===== src/rtl/uart_rx_cfg_pkg.sv =====
// Shared definitions for the configurable UART receiver: FSM state encoding,
// parity mode codes and the 3-sample majority helper.
package uart_rx_cfg_pkg;

  typedef enum logic [2:0] {
    RX_IDLE   = 3'd0,
    RX_START  = 3'd1,
    RX_DATA   = 3'd2,
    RX_PARITY = 3'd3,
    RX_STOP   = 3'd4
  } rx_state_t;

  localparam int PARITY_NONE = 0;
  localparam int PARITY_EVEN = 1;
  localparam int PARITY_ODD  = 2;

  // Majority of three samples: a single corrupted sample never flips the bit.
  function automatic logic maj3(input logic a, input logic b, input logic c);
    return (a & b) | (a & c) | (b & c);
  endfunction

endpackage


===== src/rtl/uart_rx_cfg_sampler.sv =====
// Line front end: 2-FF synchroniser for the asynchronous rx line plus the
// mid-bit sample registers feeding a 3-sample majority vote. The vote output
// is meaningful on the tick where tick_cnt == MID+1 (third sample is live rx_s).
module uart_rx_cfg_sampler
  import uart_rx_cfg_pkg::*;
#(
  parameter int TICK_W = 4,
  parameter int MID    = 8
) (
  input  logic              i_clk,
  input  logic              i_reset,
  input  logic              i_tick,
  input  logic [TICK_W-1:0] i_tick_cnt,
  input  logic              i_rx,
  output logic              o_rx_s,
  output logic              o_vote
);

  logic       sync_reg;
  logic       rx_s_reg;
  logic [1:0] samp_bits;

  // Two-flop synchroniser; resets to the idle (high) line level.
  always_ff @(posedge i_clk or posedge i_reset) begin
    if (i_reset) begin
      sync_reg <= 1'b1;
      rx_s_reg <= 1'b1;
    end else begin
      sync_reg <= i_rx;
      rx_s_reg <= sync_reg;
    end
  end

  // Sample slots at ticks MID-1 and MID; the MID+1 sample is taken live.
  genvar gi;
  generate
    for (gi = 0; gi < 2; gi++) begin : g_samp
      localparam logic [TICK_W-1:0] SAMP_AT = TICK_W'(MID - 1 + gi);
      logic samp_reg;

      // Capture the synchronised line at this slot's tick.
      always_ff @(posedge i_clk or posedge i_reset) begin
        if (i_reset) begin
          samp_reg <= 1'b1;
        end else if (i_tick && (i_tick_cnt == SAMP_AT)) begin
          samp_reg <= rx_s_reg;
        end
      end

      assign samp_bits[gi] = samp_reg;
    end
  endgenerate

  assign o_rx_s = rx_s_reg;
  assign o_vote = maj3(samp_bits[0], samp_bits[1], rx_s_reg);

endmodule


===== src/rtl/uart_rx_cfg.sv =====
// Configurable UART receiver: oversampled start detection with false-start
// rejection, majority-voted data/parity/stop bits, and parity, framing and
// break reporting. A frame completes at mid-point of its last stop bit so the
// receiver tolerates baud drift and is ready early for the next start edge.
module uart_rx_cfg
  import uart_rx_cfg_pkg::*;
#(
  parameter int NB_DATA   = 8,
  parameter int OVS       = 16,
  parameter int PARITY    = 1,
  parameter int STOP_BITS = 1
) (
  input  logic               i_clk,
  input  logic               i_reset,
  input  logic               i_s_tick,
  input  logic               i_rx,
  output logic [NB_DATA-1:0] o_rx_data,
  output logic               o_rx_done_tick,
  output logic               o_parity_err,
  output logic               o_frame_err,
  output logic               o_break
);

  localparam int MID    = OVS / 2;
  localparam int TICK_W = $clog2(OVS);
  localparam int BIT_W  = $clog2(NB_DATA);

  localparam logic [TICK_W-1:0] VOTE_TICK = TICK_W'(MID + 1);
  localparam logic [TICK_W-1:0] LAST_TICK = TICK_W'(OVS - 1);
  localparam logic [BIT_W-1:0]  LAST_BIT  = BIT_W'(NB_DATA - 1);
  localparam logic              LAST_STOP = 1'(STOP_BITS - 1);

  rx_state_t          state_reg;
  logic [TICK_W-1:0]  tick_cnt_reg;
  logic [BIT_W-1:0]   bit_cnt_reg;
  logic               stop_idx_reg;
  logic [NB_DATA-1:0] shift_reg;
  logic               par_acc_reg;
  logic               pbit_reg;
  logic               stop_err_reg;
  logic               armed_reg;

  logic [NB_DATA-1:0] data_reg;
  logic               done_reg;
  logic               parity_err_reg;
  logic               frame_err_reg;
  logic               break_reg;

  logic rx_s;
  logic vote;
  logic at_vote;
  logic at_last;
  logic frame_err_now;
  logic parity_bad;

  uart_rx_cfg_sampler #(
    .TICK_W (TICK_W),
    .MID    (MID)
  ) u_sampler (
    .i_clk      (i_clk),
    .i_reset    (i_reset),
    .i_tick     (i_s_tick),
    .i_tick_cnt (tick_cnt_reg),
    .i_rx       (i_rx),
    .o_rx_s     (rx_s),
    .o_vote     (vote)
  );

  assign at_vote       = (tick_cnt_reg == VOTE_TICK);
  assign at_last       = (tick_cnt_reg == LAST_TICK);
  // Framing error accumulates over all stop bits including the current vote.
  assign frame_err_now = stop_err_reg | ~vote;
  assign parity_bad    = (PARITY != PARITY_NONE) &&
                         ((par_acc_reg ^ pbit_reg) != (PARITY == PARITY_ODD));

  // Receive FSM with counters, shift register and registered result outputs.
  always_ff @(posedge i_clk or posedge i_reset) begin
    if (i_reset) begin
      state_reg      <= RX_IDLE;
      tick_cnt_reg   <= '0;
      bit_cnt_reg    <= '0;
      stop_idx_reg   <= 1'b0;
      shift_reg      <= '0;
      par_acc_reg    <= 1'b0;
      pbit_reg       <= 1'b0;
      stop_err_reg   <= 1'b0;
      armed_reg      <= 1'b1;
      data_reg       <= '0;
      done_reg       <= 1'b0;
      parity_err_reg <= 1'b0;
      frame_err_reg  <= 1'b0;
      break_reg      <= 1'b0;
    end else begin
      done_reg <= 1'b0;
      if (i_s_tick) begin
        tick_cnt_reg <= at_last ? '0 : tick_cnt_reg + TICK_W'(1);
        case (state_reg)
          RX_IDLE: begin
            tick_cnt_reg <= '0;
            if (!armed_reg) begin
              // After a framing error, wait for the line to go idle again.
              if (rx_s) armed_reg <= 1'b1;
            end else if (!rx_s) begin
              state_reg    <= RX_START;
              shift_reg    <= '0;
              par_acc_reg  <= 1'b0;
              pbit_reg     <= 1'b0;
              stop_err_reg <= 1'b0;
              stop_idx_reg <= 1'b0;
            end
          end

          RX_START: begin
            if (at_vote && vote) begin
              // Start bit did not survive to mid-bit: treat as noise.
              state_reg    <= RX_IDLE;
              tick_cnt_reg <= '0;
            end else if (at_last) begin
              state_reg   <= RX_DATA;
              bit_cnt_reg <= '0;
            end
          end

          RX_DATA: begin
            if (at_vote) begin
              shift_reg   <= {vote, shift_reg[NB_DATA-1:1]};
              par_acc_reg <= par_acc_reg ^ vote;
            end
            if (at_last) begin
              if (bit_cnt_reg == LAST_BIT) begin
                state_reg <= (PARITY == PARITY_NONE) ? RX_STOP : RX_PARITY;
              end else begin
                bit_cnt_reg <= bit_cnt_reg + BIT_W'(1);
              end
            end
          end

          RX_PARITY: begin
            if (at_vote) pbit_reg <= vote;
            if (at_last) state_reg <= RX_STOP;
          end

          RX_STOP: begin
            if (at_vote) begin
              if (stop_idx_reg == LAST_STOP) begin
                // Finish at mid-stop and publish the frame with its flags.
                done_reg       <= 1'b1;
                data_reg       <= shift_reg;
                parity_err_reg <= parity_bad;
                frame_err_reg  <= frame_err_now;
                break_reg      <= frame_err_now && (shift_reg == '0) &&
                                  ((PARITY == PARITY_NONE) || !pbit_reg);
                armed_reg      <= !frame_err_now;
                state_reg      <= RX_IDLE;
                tick_cnt_reg   <= '0;
              end else begin
                stop_err_reg <= frame_err_now;
              end
            end else if (at_last) begin
              stop_idx_reg <= 1'b1;
            end
          end

          default: begin
            state_reg    <= RX_IDLE;
            tick_cnt_reg <= '0;
          end
        endcase
      end
    end
  end

  assign o_rx_data      = data_reg;
  assign o_rx_done_tick = done_reg;
  assign o_parity_err   = parity_err_reg;
  assign o_frame_err    = frame_err_reg;
  assign o_break        = break_reg;

endmodule


===== config.mk =====
export PLATFORM = sky130hd
export DESIGN_NAME = uart_rx_cfg
export DESIGN_NICKNAME = d
export VERILOG_FILES = /design/src/rtl/uart_rx_cfg_pkg.sv /design/src/rtl/uart_rx_cfg_sampler.sv /design/src/rtl/uart_rx_cfg.sv
export SDC_FILE = /design/constraint.sdc
export NUM_CORES = 1
export LEC_CHECK = 0
export BUFFER_PORTS_ARGS = -buffer_cell sky130_fd_sc_hd__buf_2
export CORE_UTILIZATION = 51
export DETAILED_ROUTE_END_ITERATION = 16
export PLACE_DENSITY_LB_ADDON = 0.3
export SLEW_MARGIN = 20
export SYNTH_ARGS = -nofsm -noshare
export SYNTH_HDL_FRONTEND = slang
export SYNTH_SLANG_ARGS = --single-unit

===== constraint.sdc =====
create_clock -name i_clk -period 2.3 [get_ports i_clk]
set_clock_uncertainty 0.05 [all_clocks]
set_input_delay 0.46 -clock i_clk [delete_from_list [all_inputs] [get_ports i_clk]]
set_output_delay 0.46 -clock i_clk [all_outputs]
set_load 0.01 [all_outputs]

==> metrics.md, run 1 <==
| Metric | Value |
|---|---|
| Max Fanout on Critical Path | 14 |
| RSZ-0062 raised after global routing | false |
| Final design utilization | 58.9% |
| Number of cell rows | 22 |
| FF-to-FF setup slack | 0.36 ns |
| Mean Syn Cell Area | 10.9 um2 |
| Yosys cell types | 48 |
| Finished Cell Area | 2190 um2 |
| Max Slew Vio Count | 0 |
| Net Sw Power | 950 uW |
| Post-DP Area | 2090 um2 |
| Register share of total power | 44.7% |
| Critical Path AT | 2.08 ns |
| CTS Buf Count | 5 |
| Longest Clk Path Bufs | 2 |
| Routed wire length | 3710 um |
| Die Footprint | 4180 um2 |
| Critical path class | flop to flop |
| Most frequent cells after synthesis | 34 x dfrtp_1, 16 x nand2_1, 13 x o21ai_0 |
| Top_reg_cell synth | dfrtp_1 |
| Crit start category | flop |
| Core box area | 3720 um2 |
| Mapped Cells | 184 |
| Cell Pwr Density | 1080 nW/um2 |
| Die H | 64.7 um |
| Syn Nets | 193 |
| Cell-internal power | 1.42 mW |
| Placed cell count | 239 |
| Max IR drop VDD | 0.000632 V |
| DRC Markers | 0 |
| Hold WC Path Type | input port to asynchronous set/reset pin |
| Combinational Power Share | 34.6% |
| Leak Pwr | 1.05 nW |
| Final setup viols | 0 |
| Vias in the first global route | 1,367 |
| Worst-Margin Slew | 0.612 ns |
| Post-CTS setup buffer count | 0 |
| Initial antenna violation count | 0 |
| Switching Share | 40.0% |
| DR pass1 iterations | 4 |
| Vias per cell | 5.99 |
| Via count | 1,479 |
| Post-CTS Hold Buffers | 0 |
| N_diodes | 0 |
| Crit path time final | 1.94 ns |
| Slew margin rel. | 59.2% |
| Num ports | 16 |
| Wire length per cell | 15.0 um |
| Critical Path Sink Type | flop |
| Clock Latency Late Sink | 0.30 ns |
| Clock root buffer | clkbuf_8 |
| Hpwl dp | 2630 um |
| Fill cell count | 335 |
| Synth top area share | 42.5% |
| Htree depth | 2 |
| Initial Utilization | 53.9% |
| Global-route wire length before repair | 6290 um |
| GP Congestion | 0.746 |
| Share of layout cells above drive strength 1 | 26.1% |
| Crit share post-route | 84.2% |
| Max_cap viols | 0 |
| Multi-input logic area | 916 um2 |
| CTS tree | built |
| Ys Warns | 0 |
| Mapped Area | 2000 um2 |
| # resized after CTS | 0 |
| Setup WS post-layout | 0.364 ns |
| FF-to-FF Start | state_reg[0]$_DFFE_PP0P_ |
| Worst r2r dst | o_rx_data[1]$_DFFE_PP0P_ |
| EDFF count, synth | 0 |
| Status | finished, final reports clean |
| Worst slack at placement | 0.381 ns |
| Die X | 64.7 um |
| Clock transition at the registers of the reported paths | 0.08 ns |
| Main area contributors after synthesis | dfrtp_1 43%, dfstp_2 6.6%, mux2_4 3.8% |
| Post-synth ARST share | 100% |
| Largest net degree at the start of global routing | 40 |
| CTS sink cnt | 39 |
| Largest area contributor in the netlist | dfrtp_1 |
| Most frequent cell after synthesis | dfrtp_1 |
| I/O Buffers | 15 |
| NumNets Final | 207 |
| Cells on worst reg2reg path | 3 |
| Clk pwr share | 20.7% |
| Synth Register Bits | 39 |
| Register area share after synthesis | 49.1% |
| CP required | 2.44 ns |
| Layout area overhead | 9.31% |
| DR iter-0 viols | 47 |
| Fin cells | 247 |
| Hold Vio Cnt, Final | 0 |
| TNS Setup | 0 ns |
| Max Fclk | 517 MHz |
| Reg area | 982 um2 |
| GR Util All Layers | 20.5% |
| Antenna Nets Post-Route | 0 |
| GR Overflow Total | 0 |
==> power by group through the flow <==
| stage | Sequential [mW] | Clock, mW | Combinational (mW) |
|---|---|---|---|
| 2_1_floorplan | 0.973 | 0 | 0.730 |
| 3_3_place_gp | 1.06 | 0 | 0.783 |
| 3_5_place_dp | 1.07 | 0 | 0.818 |
| 4_1_cts | 1.06 | 0.509 | 0.822 |
| 5_1_grt | 1.09 | 0.537 | 0.916 |
| 6_report | 1.06 | 0.491 | 0.821 |
==> how the worst max path moves through the flow <==
stage	slack, ns	endpoint	start
global route	0.27	state_reg[0]$_DFFE_PP0P_	state_reg[2]$_DFFE_PP0P_
global placement	0.44	o_rx_data[3]$_DFFE_PP0P_	state_reg[0]$_DFFE_PP0P_
CTS	0.39	o_rx_data[1]$_DFFE_PP0P_	state_reg[0]$_DFFE_PP0P_
detailed placement	0.38	o_rx_data[1]$_DFFE_PP0P_	state_reg[0]$_DFFE_PP0P_
finish	0.36	o_rx_data[1]$_DFFE_PP0P_	state_reg[0]$_DFFE_PP0P_
floorplan	0.63	o_rx_data[0]$_DFFE_PP0P_	tick_cnt_reg[1]$_DFFE_PP0P_
==> routing by layer <==
| metal | GRT usage, % | wire (um) |
|---|---|---|
| met1 | 24.3 | 1660 |
| met2 | 33.3 | 1820 |
| met3 | 5.99 | 152 |
| met4 | 11.1 | 74 |
| met5 | 0 | 0 |
==> layout by cell type (no fill, tap or decap), drive strengths merged, types with 6 or more instances in the layout <==
cell	netlist	final
inv	9	9
buf	9	18
and3	6	6
nor2	8	8
nand2	16	16
o22ai	6	6
mux2	14	14
clkbuf	2	6
dfrtp	34	34
o21ai	23	23
==> kinds of logic after synthesis <==
group	count (synthesis)	synth area share [%]
and+or+nand+nor	54	15.4
DFF	39	49.1
AOI/OAI and AO/OA	50	17.4
muxes	14	8.81
adders and majority gates	6	3.69
xor gates and xnor gates	1	0.438
buffers and inverters	20	5.19
==> worst max-delay path, stage by stage (launching register included) <==
cell and delay, ns:
dfrtp_1 0.54, nor2_1 0.49, nand4_4 0.35, mux2_4 0.39
==> area by class of cell <==
type	count	share of cell area, %
Sequential cell	39	44.9
Multi-Input combinational cell	125	41.9
Timing Repair Buffer	18	4.46
Clock buffer	6	3.77
Tap cell	48	2.74
Inverter	9	1.54
Clock inverter	2	0.743
==> through the flow <==
step / hold slack (ns) / power, mW
floorplan: 0.295 / 1.70
global placement: 0.300 / 1.84
detailed placement: 0.298 / 1.89
CTS: 0.200 / 2.39
global route: 0.191 / 2.54
finish: 0.208 / 2.37
No activity file was read; power rests on OpenSTA's default activity.
==> run 2: changes to the inputs <==
Clock period 2.3 ns to 1.7 ns, I/O delays scaled along.
==> metrics.md, run 2 (same netlist as run 1, synthesis figures left out) <==
| Metric | Value |
|---|---|
| Share of layout cells above drive strength 1 | 44.3% |
| Finished Cell Area | 2570 um2 |
| Cell Pwr Density | 1570 nW/um2 |
| Cells on worst reg2reg path | 6 |
| Crit share post-route | 104% |
| Worst r2r dst | state_reg[0]$_DFFE_PP0P_ |
| Routed wire length | 4790 um |
| NumNets Final | 236 |
| Via count | 1,676 |
| Critical Path Sink Type | flop |
| CTS Buf Count | 5 |
| Max Fanout on Critical Path | 2 |
| Wire length per cell | 17.3 um |
| Post-DP Area | 2260 um2 |
| Crit start category | flop |
| DR pass1 iterations | 4 |
| Max IR drop VDD | 0.000838 V |
| Clock Latency Late Sink | 0.30 ns |
| Max Fclk | 568 MHz |
| N_diodes | 0 |
| Status | complete, but fails checks |
| Num ports | 16 |
| FF-to-FF Start | bit_cnt_reg[1]$_DFFE_PP0P_ |
| Vias in the first global route | 1,688 |
| Failing checks | negative setup slack |
| Antenna Nets Post-Route | 0 |
| Leak Pwr | 1.23 nW |
| Slew margin rel. | 67.8% |
| Slowest Stage Delay on Critical Path | 0.40 ns |
| Clock root buffer | clkbuf_8 |
| Vias per cell | 6.07 |
| GR Util All Layers | 25.6% |
| Global-route wire length before repair | 7980 um |
| Final setup viols | 6 |
| GP Congestion | 0.836 |
| Critical path class | flop to flop |
| Layout area overhead | 28.6% |
| Min Hold Slack | 0.0863 ns |
| Critical Path AT | 1.91 ns |
| Setup WS post-layout | -0.0613 ns |
| Hold WC Path Type | input port to asynchronous set/reset pin |
| Die Footprint | 4180 um2 |
| DR iter-0 viols | 103 |
| Crit path time final | 1.76 ns |
| Worst-Margin Slew | 0.483 ns |
| Largest net degree at the start of global routing | 40 |
| Final design utilization | 69.3% |
| CP required | 1.85 ns |
| Most common cell after layout, fill and taps aside | dfrtp_1 |
| Initial antenna violation count | 0 |
| FF-to-FF setup slack | -0.06 ns |
| Die X | 64.7 um |
| CTS sink cnt | 39 |
| Htree depth | 2 |
| Number of cell rows | 22 |
| Commonest cells after routing, fill and taps aside | 32 x dfrtp_1, 28 x buf_4, 16 x nand2_1 |
| Hpwl dp | 3150 um |
| CTS tree | built |
| Fin cells | 276 |
| GR Overflow Total | 0 |
| Core box area | 3720 um2 |
| Worst path cell trace | ha_2 > ha_4 > or3b_4 > o31ai_4 > a211oi_2 > a311oi_2 |
| Hold Vio Cnt, Final | 0 |
| Placed cell count | 262 |
| I/O Buffers | 15 |
| Longest Clk Path Bufs | 2 |
| Max Slew Vio Count | 0 |
| Initial Utilization | 53.9% |
| Max_cap viols | 0 |
| RSZ-0062 raised after global routing | true |
| CP max stage cell | dfrtp_1 |
| Die H | 64.7 um |
| Power, Total | 4.04 mW |
| DRC Markers | 0 |
| Clock transition at the registers of the reported paths | 0.08 ns |
[run 2: critical path, delay by kind of cell, from the launching register on]
family,cells,cell delay [ns]
AOI/OAI and AO/OA,3,0.44
DFF,1,0.40
and+or+nand+nor,1,0.40
adders and majority gates,2,0.37
[run 2: final cells by class]
| class | instances | area (um2) |
|---|---|---|
| clock buffer | 6 | 82.6 |
| tap | 48 | 60.1 |
| inverter | 9 | 33.8 |
| clock inverter | 2 | 38.8 |
| sequential | 39 | 985 |
| multi-input combinational | 125 | 1020 |
| timing repair buffer | 47 | 357 |
| fill | 248 | 1140 |
[run 2: what timing repair did]
item	in CTS	in global routing
endpoints found under the hold margin	0	0
gates resized for setup	16	12
pin swaps	6	3
cloned	0	1
endpoints found under the setup margin	20	22
buffers inserted	4	1
hold buffers	0	0
[run 2: through the flow]
stage	worst slack [ns]	setup TNS (ns)
2_1_floorplan	0.0324	0
3_3_place_gp	0.00467	0
3_5_place_dp	-0.0955	-0.330
4_1_cts	-0.0686	-0.106
5_1_grt	-0.130	-1.12
6_report	-0.0613	-0.0989
[run 2: how the worst max path moves through the flow]
| stage | start | endpoint | slack, ns | cells past startpoint |
|---|---|---|---|---|
| after floorplan | tick_cnt_reg[1]$_DFFE_PP0P_ | o_rx_data[0]$_DFFE_PP0P_ | 0.03 | 6 |
| after global placement | bit_cnt_reg[0]$_DFFE_PP0P_ | state_reg[0]$_DFFE_PP0P_ | 0.005 | 6 |
| after detailed placement | bit_cnt_reg[0]$_DFFE_PP0P_ | state_reg[0]$_DFFE_PP0P_ | -0.1 | 6 |
| after CTS | bit_cnt_reg[1]$_DFFE_PP0P_ | state_reg[0]$_DFFE_PP0P_ | -0.07 | 6 |
| after global routing | u_sampler.o_rx_s$_DFF_PP1_ | shift_reg[1]$_DFFE_PP0P_ | -0.13 | 6 |
| final | bit_cnt_reg[1]$_DFFE_PP0P_ | state_reg[0]$_DFFE_PP0P_ | -0.06 | 6 |
[run 2: metal layers]
layer	global-route usage, %	part of all wire, %	wire [um]	vias up
li1	-	-	-	757
met1	29.9	41	1950	831
met2	42.1	49	2370	62
met3	5.99	4.7	226	26
met4	16.7	5.0	240	0
met5	0	0	0	-
[run 2: report_power, final]
| part | total [mW] | switching, mW | internal, mW |
|---|---|---|---|
| Combinational | 1.80 | 0.972 | 0.831 |
| Clock | 0.840 | 0.357 | 0.483 |
| Sequential | 1.39 | 0.237 | 1.15 |
